==> src/rtl/flopr_sync_n.sv <==
// flopr_sync_n: WIDTH-bit rising-edge D register with synchronous active-low reset.
// Generic storage primitive for peripheral state such as an interrupt pending vector.
// It has no enable. It captures d on every PCLK edge unless PRESETn is sampled low.
module flopr_sync_n #(
  parameter int unsigned           WIDTH     = 8,
  parameter logic [WIDTH-1:0]      RESET_VAL = '0
) (
  input  logic             PCLK,
  input  logic             PRESETn,
  input  logic [WIDTH-1:0] d,
  output logic [WIDTH-1:0] q
);

  logic [WIDTH-1:0] q_q;

  // State register: reset has priority over d and acts only at the clock edge.
  always_ff @(posedge PCLK) begin
    if (!PRESETn) begin
      q_q <= RESET_VAL;
    end else begin
      q_q <= d;
    end
  end

  // Drive q straight from the flop so there is no combinational path to the output.
  assign q = q_q;

endmodule

==> config.mk <==
export PLATFORM = sky130hd
export DESIGN_NAME = flopr_sync_n
export DESIGN_NICKNAME = d
export VERILOG_FILES = /design/src/rtl/flopr_sync_n.sv
export SDC_FILE = /design/constraint.sdc
export NUM_CORES = 1
export LEC_CHECK = 0
export BUFFER_PORTS_ARGS = -buffer_cell sky130_fd_sc_hd__buf_2
export CORE_AREA = 2 2 39 41
export CTS_BUF_LIST = sky130_fd_sc_hd__clkbuf_2
export DETAILED_ROUTE_END_ITERATION = 6
export DIE_AREA = 0 0 41 43
export GPL_TIMING_DRIVEN = 0
export MAX_ROUTING_LAYER = met4
export SYNTH_ARGS = -nofsm -noshare
export SYNTH_HDL_FRONTEND = slang
export SYNTH_SLANG_ARGS = --single-unit
==> constraint.sdc <==
create_clock -name PCLK -period 0.8 [get_ports PCLK]
set_input_delay 0.04 -clock PCLK [delete_from_list [all_inputs] [get_ports PCLK]]
set_output_delay 0.04 -clock PCLK [all_outputs]
set_load 0.01 [all_outputs]
======== Yosys cells after proc, flatten, opt, wreduce, memory -nomap -nowiden ========
Cells that the tools add are included.
Widths: inputs -> output; s select.
cells by class
  $add $sub $neg .......................... 0
  $mul .................................... 0
  divide/modulo/power cells ............... 0
  order comparisons ....................... 0
  eq/ne operators ......................... 0
  shifts and indexed selects .............. 0
  mux-type cells .......................... 0
  bitwise gates (word level) .............. 0
  reductions and logical operators ........ 0
word-level totals
  register bits after elaboration ......... 8
  latch bits .............................. 0
  memory bits (writable) .................. 0
  bits in read-only memories .............. 0
  input bits .............................. 10
  output and inout port bits .............. 8
  memories ................................ 0

======== Logic depth before layout (Yosys ltp) ========
  depth after elaboration ................. 0
  mapped depth ............................ 1

======== Worst setup path before layout ========
Ideal clock, no wire load.
  path kind ............................... register to output
  start ................................... reg q_q[0], in the netlist q[0]
  end ..................................... out q[0]
  data arrival time ....................... 0.331 ns
  data required time ...................... 0.760 ns
  setup slack ............................. 0.429 ns
  cell stages (with the launch flop) ...... 1
  cell sequence ........................... dfxtp_1
RTL lines
  what                    line  RTL
  start, declared         14    logic [WIDTH-1:0] q_q;
  start signal, assigned  19    q_q <= RESET_VAL;
  start signal, assigned  21    q_q <= d;
  end, declared           11    output logic [WIDTH-1:0] q
No word-level cell between the ends.

======== Worst setup path after layout ========
  start ................................... reg q_q[7], in the netlist q[7]
  end ..................................... out q[7]
No word-level cell between the ends.

==> run_results.csv <==
group,metric,value,unit
floorplanning,dieArea,1763,µm²
clocking,clock_path_buffers,2,
power,power.density,2114,nW/µm²
setup_path,startpoint,"q[7]",
routing,drc_errors,0,
routing,initialDrtViolationCount,0,
synth,yosysUniqueCellTypes,2,
synth,yosysTopAreaCellShare,76.19,%
global_routing,overall_fraction_of_global_route_tracks_in_use,7.047,%
status,run_status,"completed",
setup_path,crit_slowest_cell,"sky130_fd_sc_hd__dfxtp_1",
layout,design.final.nets,49,
clocking,setup_bufs_post_cts,0,
setup_path,path_cells,"buf_2",
placement,post-place-cells,49,
clocking,tritoncts.num_buffers,3,
clocking,tritoncts_num_sinks,8,
placement,io_buffer_count,17,
global_routing,antenna_found_initial,0,
clocking,cts_root_buf,"sky130_fd_sc_hd__clkbuf_2",
synth,syn_area_per_cell,13.14,µm²
global_routing,number_of_global_route_vias_before_repair,178,
setup_path,max_stage_delay,320,ps
setup_path,timing.critical_path.max_delay_family,"flip-flops",
layout,area_delta_synth_final,61.90,%
timing,timing.final.hold_violations,0,
setup_path,cp_num_buf_inv,1,
clocking,cts_resized,0,
synth,postSynth.asyncResetShare,0,%
layout,final_cell_area,340.3,µm²
timing,grt_setup_unrepaired,"no",
floorplanning,top_ports,18,
min_path,hold-path-endpoint,"q[2]",
routing,avgViaCountPerCell,3.019,
synth,ys_seq_elements,8,
timing,worst-slew-pin-transition,81.21,ps
global_routing,grt-ovfl-total,0,
routing,drtAntennaViolNets,0,
setup_path,worst-setup-path-type,"flop to primary output",
min_path,whs_path_depth,2,
synth,most_frequent_cells_after_synthesis,"sky130_fd_sc_hd__and2_1, sky130_fd_sc_hd__dfxtp_1",
floorplanning,initial_utilization,15.19,%
global_routing,global_route_wire_length_before_repair,703,µm
timing,timing_max_transition_violations_final,0,
synth,syn_nets,26,
setup_path,timing.critical_path.fanout_max,1,
floorplanning,fp.coreArea,1384,µm²
synth,seq_area_frac_synth,76.19,%
routing,number_of_optimization_iterations_in_the_first_detailed_route_pass,1,
clocking,cts.htree.levels,1,
power,max-vdd-ir-drop,0.4985,mV
timing,final.setup.tns,0,ps
floorplanning,rows,14,
synth,post_synth_main_area_contributors,"sky130_fd_sc_hd__dfxtp_1, sky130_fd_sc_hd__and2_1",
synth,post_synth_edffs,0,
layout,largest_register_ff_count,8,
synth,yosys.area.top_type,"sky130_fd_sc_hd__dfxtp_1",
layout,fin_util,24.59,%
floorplanning,chipHeight,43,µm
setup_path,req_time_crit_path,760,ps
synth,post_synth_instance_area,210.2,µm²
power,post-layout-total-power,0.0007194,W
layout,share_of_post_route_cells_with_drive_strength_above_1,54.05,%
placement,postPlaceCellArea,315.3,µm²
routing,wl_per_cell,8.472,µm
flow_run,max_cap_viol_count,0,
synth,synth_warnings,0,
routing,detailroute.via_count,160,
timing,timing.slew.headroom,94.59,%
min_path,hold_path_startpoint,"d[2]",
global_routing,grt_max_degree,9,
power,leak,0.1782,nW
synth,netlist_instances,16,
layout,num_antenna_cells,0,
synth,synth_ff_type,"sky130_fd_sc_hd__dfxtp_1",
timing,finalCriticalPeriod,697.4,ps
clocking,cts_tree,"yes",
min_path,class_of_the_tightest_hold_or_removal_check,"primary input to flop",
setup_path,critical_path.startpoint_type,"flop",
layout,final_cell_count_no_fill,53,
clocking,number_of_hold_buffers_added_after_cts,1,
timing,fmax,1434,MHz
clocking,clkTransAtPathRegs,70,ps
timing,setup-violations-final,0,
routing,routed_wirelength,449,µm
placement,place_congestion,0.6023,
setup_path,worstPathArrival,660,ps
floorplanning,die-width,41,µm
timing,period_share,87.18,%
setup_path,worstSetupEndpointType,"primary output",
-- how the worst max path moves through the flow --
stage                       to  slack (ps)  cells after the start
after detailed placement  q[7]         340                      1
final                     q[7]         100                      1
after CTS                 q[2]          80                      1
after global routing      q[6]          30                      1
after global placement    q[2]         340                      1
after floorplan           q[0]         430                      0
-- placed cells by master (no fill, tap or decap) --
cell type,n
sky130_fd_sc_hd__clkbuf_2,3
sky130_fd_sc_hd__dfxtp_1,8
sky130_fd_sc_hd__dlygate4sd3_1,1
sky130_fd_sc_hd__and2_1,8
sky130_fd_sc_hd__buf_2,17
-- power by group --
group	leakage, nW	internal, W	switching, W	total (W)
Sequential	0.0667	0.000419	0.00000451	0.000424
Combinational	0.0990	0.0000422	0.0000313	0.0000735
Clock	0.0125	0.000102	0.000120	0.000222
-- routing by layer --
layer	GRT usage, %	vias to the layer above	share of wire (%)
met5	-	-	0
met4	8.000	0	0
li1	-	90	-
met1	9.539	52	46
met3	3.665	0	25
met2	6.250	18	29
-- cells by family (layout without fill, tap and decap cells) --
group | Yosys count | after routing | share of synthesized area [%]
AND/OR/NAND/NOR | 8 | 8 | 23.81
flip-flops | 8 | 8 | 76.19
buffers and inverters | 0 | 21 | 0
-- area by class of cell --
type	count	area, µm²
multi-input combinational	8	50.05
clock buffer	3	15.01
tap	16	20.02
sequential	8	160.2
fill	155	1044
timing repair buffer	18	95.09
-- per-stage QoR --
stage	setup WS, ps	hold slack, ps
after global placement	341.4	254.4
after detailed placement	343.7	248.6
after CTS	76.62	12.30
final	102.6	28.06
after floorplan	429.2	161.7
after global routing	33.17	11.66
(Power assumes the default switching activity.)
